`src/rtl/p3_pll_ctrl.sv`:
```
// p3_pll_ctrl: ProASIC3 PLL power-up, lock qualification, system-reset hold and bounded-retry recovery
module p3_pll_ctrl #(
    parameter int CNT_W         = 16,
    parameter int PD_CYCLES     = 50,
    parameter int LOCK_TIMEOUT  = 50000,
    parameter int STABLE_CYCLES = 1024,
    parameter int RST_HOLD      = 16,
    parameter int MAX_RETRIES   = 3
) (
    input  logic       clk,
    input  logic       rst,
    input  logic       enable,
    input  logic       pll_lock,
    output logic       pll_pwrdn_n,
    output logic       locked,
    output logic       sys_rst,
    output logic       lost_lock,
    output logic       fault,
    output logic [3:0] retries,
    output logic [2:0] state
);
    localparam logic [2:0] S_OFF    = 3'd0;
    localparam logic [2:0] S_PD     = 3'd1;
    localparam logic [2:0] S_WAIT   = 3'd2;
    localparam logic [2:0] S_STABLE = 3'd3;
    localparam logic [2:0] S_RUN    = 3'd4;
    localparam logic [2:0] S_FAULT  = 3'd5;

    localparam logic [CNT_W-1:0] PD_LAST = CNT_W'(PD_CYCLES - 1);
    localparam logic [CNT_W-1:0] TO_LAST = CNT_W'(LOCK_TIMEOUT - 1);
    localparam logic [CNT_W-1:0] ST_LAST = CNT_W'(STABLE_CYCLES - 1);
    localparam logic [CNT_W-1:0] HOLD    = CNT_W'(RST_HOLD);
    localparam logic [3:0]       MAXR    = 4'(MAX_RETRIES);

    logic [1:0]       sync_q;
    logic             lock_s;
    logic [2:0]       state_q, state_d;
    logic [CNT_W-1:0] cnt_q, cnt_d;
    logic [3:0]       retries_q, retries_d, retries_inc;
    logic             pll_pwrdn_n_q, pll_pwrdn_n_d;
    logic             locked_q, locked_d;
    logic             sys_rst_q, sys_rst_d;
    logic             lost_lock_q, lost_lock_d;
    logic             fault_q, fault_d;

    assign lock_s      = sync_q[1];
    assign retries_inc = retries_q + 4'd1;

    always_comb begin
        state_d     = state_q;
        cnt_d       = cnt_q;
        retries_d   = retries_q;
        lost_lock_d = 1'b0;
        if (!enable) begin
            state_d   = S_OFF;
            cnt_d     = '0;
            retries_d = '0;
        end else begin
            case (state_q)
                S_OFF: begin
                    state_d = S_PD;
                    cnt_d   = '0;
                end
                S_PD: begin
                    state_d = (cnt_q == PD_LAST) ? S_WAIT : S_PD;
                    cnt_d   = (cnt_q == PD_LAST) ? '0 : cnt_q + 1'b1;
                end
                S_WAIT: begin
                    if (lock_s) begin
                        state_d = S_STABLE;
                        cnt_d   = '0;
                    end else if (cnt_q == TO_LAST) begin
                        retries_d = retries_inc;
                        state_d   = (retries_inc == MAXR) ? S_FAULT : S_PD;
                        cnt_d     = '0;
                    end else begin
                        cnt_d = cnt_q + 1'b1;
                    end
                end
                S_STABLE: begin
                    if (!lock_s) begin
                        state_d = S_WAIT;
                        cnt_d   = '0;
                    end else if (cnt_q == ST_LAST) begin
                        state_d   = S_RUN;
                        cnt_d     = '0;
                        retries_d = '0;
                    end else begin
                        cnt_d = cnt_q + 1'b1;
                    end
                end
                S_RUN: begin
                    if (!lock_s) begin
                        state_d     = S_PD;
                        cnt_d       = '0;
                        lost_lock_d = 1'b1;
                    end else begin
                        cnt_d = (cnt_q >= HOLD) ? cnt_q : cnt_q + 1'b1;
                    end
                end
                S_FAULT: cnt_d = '0;
                default: begin
                    state_d = S_OFF;
                    cnt_d   = '0;
                end
            endcase
        end
        // Outputs are decoded from the next state so they register in step with state_q.
        pll_pwrdn_n_d = (state_d == S_WAIT) || (state_d == S_STABLE) || (state_d == S_RUN);
        locked_d      = (state_d == S_RUN);
        sys_rst_d     = !((state_d == S_RUN) && (cnt_d >= HOLD));
        fault_d       = (state_d == S_FAULT);
    end

    always_ff @(posedge clk) begin
        if (rst) begin
            sync_q        <= 2'b00;
            state_q       <= S_OFF;
            cnt_q         <= '0;
            retries_q     <= '0;
            pll_pwrdn_n_q <= 1'b0;
            locked_q      <= 1'b0;
            sys_rst_q     <= 1'b1;
            lost_lock_q   <= 1'b0;
            fault_q       <= 1'b0;
        end else begin
            sync_q        <= {sync_q[0], pll_lock};
            state_q       <= state_d;
            cnt_q         <= cnt_d;
            retries_q     <= retries_d;
            pll_pwrdn_n_q <= pll_pwrdn_n_d;
            locked_q      <= locked_d;
            sys_rst_q     <= sys_rst_d;
            lost_lock_q   <= lost_lock_d;
            fault_q       <= fault_d;
        end
    end

    assign pll_pwrdn_n = pll_pwrdn_n_q;
    assign locked      = locked_q;
    assign sys_rst     = sys_rst_q;
    assign lost_lock   = lost_lock_q;
    assign fault       = fault_q;
    assign retries     = retries_q;
    assign state       = state_q;
endmodule

```
`config.mk`:
```
export PLATFORM = sky130hd
export DESIGN_NAME = p3_pll_ctrl
export DESIGN_NICKNAME = d
export VERILOG_FILES = /design/src/rtl/p3_pll_ctrl.sv
export SDC_FILE = /design/constraint.sdc
export NUM_CORES = 1
export LEC_CHECK = 0
export CORE_MARGIN = 5
export CORE_UTILIZATION = 55
export CTS_CLUSTER_SIZE = 40
export DETAILED_ROUTE_END_ITERATION = 8
export PLACE_DENSITY = 0.76
export SETUP_SLACK_MARGIN = 0.05
export SLEW_MARGIN = 20
export SYNTH_ARGS = -nofsm -noshare
export SYNTH_HDL_FRONTEND = slang
export SYNTH_SLANG_ARGS = --single-unit
```
`constraint.sdc`:
```
create_clock -name clk -period 6.9 [get_ports clk]
set_input_delay 1.38 -clock clk [delete_from_list [all_inputs] [get_ports clk]]
set_output_delay 1.38 -clock clk [all_outputs]
set_load 0.02 [all_outputs]
```
==> metrics, run 1 <==
outcome=completed; data arrival time of the critical path=1680 ps; Top-Level Pins=16; master cell of the clock root buffer=clkbuf_4; source of the worst hold timing path=sync_q[0]; Clock Sink Count=30; count of buffers from port buffering=15; kind of start point of the critical path=register; Max Freq=326 MHz; launch instance of the worst register-to-register path=cnt_q[0]; Fin Setup TNS=0 ps; number of setup violations in the final report=0; number of resized instances in the post-cts repair step=0; Worst Path Required=5520 ps; kind of cell adding the most delay to the critical path=buffers and inverters; level count of the clock H-tree=2; via/cell ratio=6.49; Syn Std Cell Area=1980 sq um; area fraction of the dominant cell type after synthesis=30.3%; fraction of final layout cells with drive strength greater than 1=7.66%; Avg Inst Size Synth=7.84 sq um; Slowest-stage cell, CP=clkdlybuf4s50_1; Max Fanout on Critical Path=17; Routed Antenna Nets=0; placed instance area=2110 sq um; post-route insts no fill=307; total count of max-transition violations in the final report=0; Die Outline Area=4910 sq um; worst skew pair latency=350 ps; total of flip-flops plus latches after synthesis=30; TritonCTS clock tree=done; Inserted Clock Buffers=5; Gate Count Post-Synth=253; fill cell count=308; detailed-router iteration count before antenna repair=5; post-placement cell count=299; RSZ-0062 raised after global routing=false; area of all placed cells without fillers=2180 sq um; die height=70.0 microns; ranking of synthesized cells by instance count=30 x dfxtp_1, 23 x nand2_1, 23 x nor2_1; crit share post-route=44.4%; share of synthesized area occupied by flip-flops and latches=30.3%; global placer's final weighted congestion=0.948; total wire length=5090 microns; initial antenna violation count=0; largest area contributor in the synthesized netlist=dfxtp_1; actual slew at the worst max-slew pin=516 ps; number of nets in the final layout=269; GRT Util Overall=21.2%; clock period minus final worst setup slack=3060 ps; P&R area growth vs syn=9.84%; First DRT Iteration DRCs=270; Starting Density=58.1%; sort of element at the end of the critical path=output port; postcts setup bufs=0; post-synthesis net count=262; count of endpoints failing hold in the final timing report=0; WL/cell=16.6 microns; main area contributors after synthesis=dfxtp_1 30%, a21oi_1 5.0%, nand2_1 4.4%; count of yosys warnings during synthesis=0; Netlist cell types=61; Clock Skew=19.8 ps; number of rows created at floorplan=21; most frequently used cell type in the post-synthesis netlist=dfxtp_1; total global routing overflow=0; maximum number of pins on one net before global-route repair=18; number of buffers inserted for hold repair after clock tree synthesis=0; pwr dens=141 nW/um^2; clock buffer depth=2; number of synthesized flops with an enable pin=0; slowest cell delay on critical path=700 ps; die outline width=70.0 microns; number of DRC violations after detailed routing=0; maximum ir drop on the vdd rail=0.112 mV; area of the placeable core=3420 sq um; start point of the critical path=state[1]; number of global-route vias before repair=1700; cell leakage power=0.688 nW; wire length of the first global-routing pass=8490 microns; remaining max-slew budget at the tightest pin=65.5%; share of flip-flops with an asynchronous set or reset after synthesis=0%; type of the setup path with the least slack=reg -> out; clock-pin transition on the worst setup and hold timing paths=120 ps; predominant post-synthesis flop cell=dfxtp_1; detailed placement HPWL=3700 microns; CP bufs+invs=1; total number of vias=1991; diode count=0; Maximum Capacitance Violations=0; cell-by-cell listing of the critical path=clkdlybuf4s50_1; worst hold path class=reg -> reg
registers in the layout (all words and copies together) (netlist names):
name and cells:
state 3, fault 1, pll_pwrdn_n 1, sys_rst 1, cnt_q 16, locked 1, sync_q 2, lost_lock 1
retries 4
worst paths after layout:
path	endpoint	slack, ps	depth (start not counted)
max reg2reg	sys_rst	4040	7
min reg2reg	sync_q[1]	460	1
max	state[1]	3840	1
min	sync_q[1]	460	1
area by class of cell:
| class | count | area [sq um] | share of cell area, % |
|---|---|---|---|
| Tap cell | 46 | 57.6 | 2.64 |
| Multi-Input combinational cell | 201 | 1280 | 58.6 |
| Timing Repair Buffer | 16 | 158 | 7.24 |
| Sequential cell | 30 | 601 | 27.6 |
| Clock buffer | 6 | 51.3 | 2.35 |
| Inverter | 6 | 22.5 | 1.03 |
| Clock inverter | 2 | 12.5 | 0.574 |
stage by stage:
stage | hold slack, ps | total power (W) | utilization, % | worst slack, ps
finish | 461 | 0.000306 | 63.8 | 3840
global route | 492 | 0.000318 | 63.8 | 3760
CTS | 463 | 0.000307 | 63.8 | 3850
detailed placement | 448 | 0.000193 | 61.9 | 3550
global placement | 448 | 0.000192 | 61.9 | 3570
floorplan | 414 | 0.000188 | - | 4420
layer usage:
| layer | wire length [microns] | GRT usage (%) |
|---|---|---|
| met1 | 2300 | 30.7 |
| met2 | 2230 | 29.8 |
| met3 | 448 | 5.74 |
| met4 | 118 | 7.66 |
| met5 | 0 | 0 |
layout by cell type, fill, tap and decap left out, types with 2 or more instances in the layout:
master	netlist	routed
nand3b_1	4	4
nand2b_1	4	4
a31oi_1	5	5
clkbuf_4	0	5
nand4b_1	2	2
nor4bb_1	3	3
or3_1	2	2
nor2b_1	7	7
nor4_1	4	4
nand4_1	9	9
nor4b_1	2	2
clkdlybuf4s50_1	0	15
nand2_1	23	23
nand3_1	11	11
and3_1	3	3
o21bai_1	2	2
o211ai_1	2	2
a211oi_1	2	2
a311oi_1	2	2
a21oi_1	20	20
o22ai_1	2	2
nor2_1	23	23
o21ai_0	14	14
nor3b_1	4	4
and4_1	5	5
inv_1	6	6
and2_1	3	3
dfxtp_1	30	30
nor3_1	9	9
ha_1	5	5
power breakdown:
group	switching [W]	internal (W)
combinational	0.00000754	0.00000536
clock	0.0000685	0.0000489
sequential	0.00000196	0.000174
cells by family (layout without fill, tap and decap cells):
group | Yosys count | in the layout | share of synthesized area [%]
XOR/XNOR | 2 | 2 | 0.883
AO/OA/AOI/OAI | 68 | 68 | 23.8
adder cells (fa/ha/maj) | 5 | 5 | 3.15
flip-flops | 30 | 30 | 30.3
buffers and inverters | 22 | 30 | 5.36
AND/OR/NAND/NOR | 126 | 126 | 36.5
No activity file was read; power rests on OpenSTA's default activity.
==> run 2: changes to the inputs <==
--- a/config.mk
+++ b/config.mk
@@ -6,10 +6,10 @@
 export NUM_CORES = 1
 export LEC_CHECK = 0
 export CORE_MARGIN = 5
-export CORE_UTILIZATION = 55
+export CORE_UTILIZATION = 52
 export CTS_CLUSTER_SIZE = 40
 export DETAILED_ROUTE_END_ITERATION = 8
-export PLACE_DENSITY = 0.76
+export PLACE_DENSITY = 0.75
 export SETUP_SLACK_MARGIN = 0.05
 export SLEW_MARGIN = 20
 export SYNTH_ARGS = -nofsm -noshare
==> constraint.sdc (replaced) <==
create_clock -name clk -period 2.6 [get_ports clk]
set_input_delay 0.52 -clock clk [delete_from_list [all_inputs] [get_ports clk]]
set_output_delay 0.52 -clock clk [all_outputs]
set_load 0.02 [all_outputs]
==> metrics, run 2 (same netlist as run 1, synthesis figures left out) <==
initial antenna violation count=0; Power Total=0.000890 W; sort of element at the end of the critical path=register; die outline width=71.8 microns; Max Freq=409 MHz; fill cell count=337; number of logic stages on the critical path including buffering=7; total global routing overflow=0; WL/cell=17.6 microns; number of global-route vias before repair=1974; total wire length=5800 microns; type of the setup path with the least slack=reg -> reg; clock buffer depth=2; First DRT Iteration DRCs=369; Maximum Capacitance Violations=0; clock-pin transition on the worst setup and hold timing paths=70 ps; via/cell ratio=6.52; number of DRC violations after detailed routing=0; level count of the clock H-tree=2; Largest register FFs=16; worst skew pair latency=290 ps; cell-by-cell listing of the critical path=nor4bb_1 > nand4_1 > a21boi_4 > nand2_1 > a21boi_1 > a21boi_0 > o41ai_2; Clock Skew=9.72 ps; placed instance area=2250 sq um; fraction of final layout cells with drive strength greater than 1=15.6%; count of endpoints failing hold in the final timing report=0; cell leakage power=0.805 nW; most common library cell in the layout ignoring fill and taps=dfxtp_1; outcome=completed; detailed-router iteration count before antenna repair=5; most frequent cells in the layout=29 x dfxtp_1, 23 x nand2_1, 23 x nor2_1; master cell of the clock root buffer=clkbuf_8; total count of max-transition violations in the final report=0; diode count=0; global placer's final weighted congestion=0.961; actual slew at the worst max-slew pin=740 ps; path depth of the worst reg2reg path=7; area of all placed cells without fillers=2400 sq um; Slowest-stage cell, CP=dfxtp_1; instance count along the most critical hold path=1; top register by number of flip-flops=cnt_q; P&R area growth vs syn=20.9%; slowest cell delay on critical path=530 ps; Inserted Clock Buffers=5; pre-CTS WS=187 ps; number of nets in the final layout=290; GRT Util Overall=22.9%; Starting Density=53.8%; crit share post-route=93.9%; total number of vias=2153; clock period minus final worst setup slack=2440 ps; Routed Antenna Nets=0; Worst Path Required=2800 ps; source of the worst hold timing path=sync_q[0]; number of setup violations in the final report=0; slack of the critical path=158 ps; remaining max-slew budget at the tightest pin=50.6%; wire length of the first global-routing pass=9320 microns; maximum ir drop on the vdd rail=0.316 mV; worst hold path class=reg -> reg; TritonCTS clock tree=done; setup slack of the worst register-to-register path=160 ps; launch instance of the worst register-to-register path=cnt_q[8]; die height=71.8 microns; kind of start point of the critical path=register; CP bufs+invs=0; Max Fanout on Critical Path=11; count of buffers from port buffering=15; number of buffers inserted for hold repair after clock tree synthesis=0; pwr dens=371 nW/um^2; detailed placement HPWL=4110 microns; kind of cell adding the most delay to the critical path=compound AO/OA/AOI/OAI gates; Top-Level Pins=16; data arrival time of the critical path=2640 ps; worst hold slack after final layout=449 ps; number of rows created at floorplan=22; RSZ-0062 raised after global routing=true; Clock Sink Count=30; maximum number of pins on one net before global-route repair=17; r2r endpoint=sys_rst; Endpoint, Worst Hold=sync_q[1]; Die Outline Area=5150 sq um; area of the placeable core=3690 sq um
==> run 2: changes by cell type in the layout (fill, tap and decap cells not counted), sizes merged <==
cell	change
a2bb2oi	+1
buf	+20
clkbuf	-1
clkinv	+1
==> run 2: worst reg2reg max path: stages (launching register included) <==
cell and delay, ps:
dfxtp_1 530, nor4bb_1 390, nand4_1 300, a21boi_4 300
nand2_1 120, a21boi_1 210, a21boi_0 200, o41ai_2 300
==> run 2: how the worst max path moves through the flow <==
stage,slack [ps],startpoint,to
floorplan,420,cnt_q[0],sys_rst
detailed placement,190,cnt_q[0],sys_rst
CTS,160,cnt_q[0],sys_rst
global route,-20,cnt_q[8],sys_rst
finish,160,cnt_q[8],sys_rst
global placement,180,cnt_q[0],sys_rst
==> run 2: repair_timing <==
item,4_1_cts,5_1_grt
buffers inserted,0,2
setup endpoints to repair,0,2
resized for setup,0,5
==> run 2: final cells by class <==
type,instances,area (sq um),share of cell area [%]
flip-flops and latches,30,602,25.1
multi-input cells,202,1320,54.9
well taps,48,60.1,2.51
clock buffers,5,68.8,2.87
inverters,6,22.5,0.939
clock inverters,3,21.3,0.887
repair buffers,36,308,12.8
==> run 2: stage by stage <==
step                setup TNS, ps  utilization (%)  instances
finish                          0             65.0        330
global placement                0             61.1        319
global route                -20.9             65.0        330
detailed placement              0             61.1        319
CTS                             0             63.5        327
floorplan                       0                -        253
==> run 2: routing by layer <==
layer	vias up	track usage, %	routed length [microns]
met5	-	0	0
met4	0	10.2	142
met3	19	6.73	684
met2	138	33.1	2570
met1	995	31.2	2410
li1	1001	-	-
==> run 2: report_power, final <==
| group | internal, W | leakage, nW | switching (W) |
|---|---|---|---|
| registers | 0.000462 | 0.243 | 0.00000114 |
| clock network | 0.000188 | 0.0441 | 0.000194 |
| logic | 0.0000186 | 0.518 | 0.0000272 |
==> run 3: changes to the inputs <==
--- a/config.mk
+++ b/config.mk
@@ -9,6 +9,7 @@
 export CORE_UTILIZATION = 52
 export CTS_CLUSTER_SIZE = 40
 export DETAILED_ROUTE_END_ITERATION = 8
+export GPL_ROUTABILITY_DRIVEN = 0
 export PLACE_DENSITY = 0.75
 export SETUP_SLACK_MARGIN = 0.05
 export SLEW_MARGIN = 20
==> metrics, run 3 (same netlist as run 1, synthesis figures left out) <==
outcome=completed; met3 routed wirelength=644 microns; Fin Setup TNS=0 ps; CP bufs+invs=2; remaining max-slew budget at the tightest pin=60.0%; actual slew at the worst max-slew pin=599 ps; Top-Level Pins=16; most common library cell in the layout ignoring fill and taps=dfxtp_1; kind of start point of the critical path=register; Inserted Clock Buffers=5; count of endpoints failing hold in the final timing report=0; worst skew pair latency=290 ps; area of all placed cells without fillers=2400 sq um; initial antenna violation count=0; Clock Skew=11.4 ps; die outline width=71.8 microns; worst hold path class=reg -> reg; TritonCTS clock tree=done; clock-pin transition on the worst setup and hold timing paths=60 ps; Max Freq=390 MHz; wire length of the first global-routing pass=8990 microns; clock period minus final worst setup slack=2560 ps; GRT Util Overall=21.9%; Maximum Capacitance Violations=0; Max Fanout on Critical Path=6; Clock Sink Count=30; total number of vias=2140; cell leakage power=0.805 nW; top register by number of flip-flops=cnt_q; area of the placeable core=3690 sq um; P&R area growth vs syn=21.1%; total count of max-transition violations in the final report=0; total global routing overflow=0; maximum ir drop on the vdd rail=0.365 mV; most frequent cells in the layout=27 x dfxtp_1, 23 x nand2_1, 23 x nor2_1; worst hold slack after final layout=439 ps; number of global-route vias before repair=1908; routed length on met2=2490 microns; number of DRC violations after detailed routing=0; fraction of final layout cells with drive strength greater than 1=16.4%; level count of the clock H-tree=2; count of buffers from port buffering=15; slowest cell delay on critical path=470 ps; kind of cell adding the most delay to the critical path=compound AO/OA/AOI/OAI gates; master cell of the clock root buffer=clkbuf_8; Starting Density=53.8%; crit share post-route=98.5%; maximum number of pins on one net before global-route repair=17; type of the setup path with the least slack=reg -> reg; number of setup violations in the final report=0; diode count=0; highest routing layer actually used=met4; number of nets in the final layout=289; Die Outline Area=5150 sq um; Largest register FFs=16; total wire length=5730 microns; First DRT Iteration DRCs=222; M1 wire length=2430 microns; cell-by-cell listing of the critical path=inv_1 > ha_1 > nor4b_1 > nand4_1 > buf_4 > a2bb2oi_4 > a21oi_1 > o21ai_1 > nand4_1 > o41ai_2; detailed-router iteration count before antenna repair=7; number of rows created at floorplan=22; cell with the most instances on the worst path=nand4_1; pwr dens=414 nW/um^2; Routed Antenna Nets=0; clock buffer depth=2; WL/cell=17.5 microns; placed instance area=2210 sq um; detailed placement HPWL=3920 microns; Worst Path Required=2790 ps; Slowest-stage cell, CP=nor4b_1; via/cell ratio=6.52; data arrival time of the critical path=2750 ps; Power Total=0.000994 W; sort of element at the end of the critical path=register; die height=71.8 microns
[run 3: cell type report]
type | instances | area (sq um)
inverters | 6 | 22.5
flip-flops and latches | 30 | 604
well taps | 48 | 60.1
multi-input cells | 202 | 1300
fillers | 320 | 1290
clock inverters | 1 | 30.0
clock buffers | 6 | 82.6
repair buffers | 35 | 300
[run 3: layer usage]
metal	GRT usage, %	vias to the layer above
li1	-	1003
met3	6.31	26
met4	9.19	0
met2	31.5	142
met5	0	-
met1	30.2	969
[run 3: worst register-to-register path: stages, from the launching register on]
cell	delay [ps]
dfxtp_2	350
inv_1	80
ha_1	150
nor4b_1	470
nand4_1	180
buf_4	200
a2bb2oi_4	230
a21oi_1	180
o21ai_1	180
nand4_1	130
o41ai_2	330
[run 3: repair_timing]
action                                  CTS  global route
hold buffers                              0             0
pin swaps                                 0             4
resized for setup                         1             8
buffers inserted                          0             6
gates cloned                              0             1
endpoints found under the setup margin    1             3
[run 3: path summary, 6_finish.rpt]
kind / to / slack, ps / from / depth (start not counted)
setup reg to reg: sys_rst / 40 / cnt_q[1] / 10
hold reg to reg: sync_q[1] / 440 / sync_q[0] / 1
setup / recovery: sys_rst / 40 / cnt_q[1] / 10
hold / removal: sync_q[1] / 440 / sync_q[0] / 1
[run 3: report_power, final]
group / leakage, nW / internal (W) / total, W / switching (W)
Clock: 0.0573 / 0.000306 / 0.000484 / 0.000177
Sequential: 0.244 / 0.000462 / 0.000463 / 0.00000129
Combinational: 0.503 / 0.0000200 / 0.0000467 / 0.0000267
Total: 0.805 / 0.000788 / 0.000994 / 0.000205
[run 3: stage by stage]
| stage | setup WS, ps | cells | utilization [%] |
|---|---|---|---|
| 2_1_floorplan | 424 | 253 | - |
| 3_3_place_gp | 109 | 314 | 60.0 |
| 3_5_place_dp | 73.2 | 314 | 60.0 |
| 4_1_cts | 85.6 | 321 | 63.1 |
| 5_1_grt | -15.3 | 328 | 65.1 |
| 6_report | 39.1 | 328 | 65.1 |
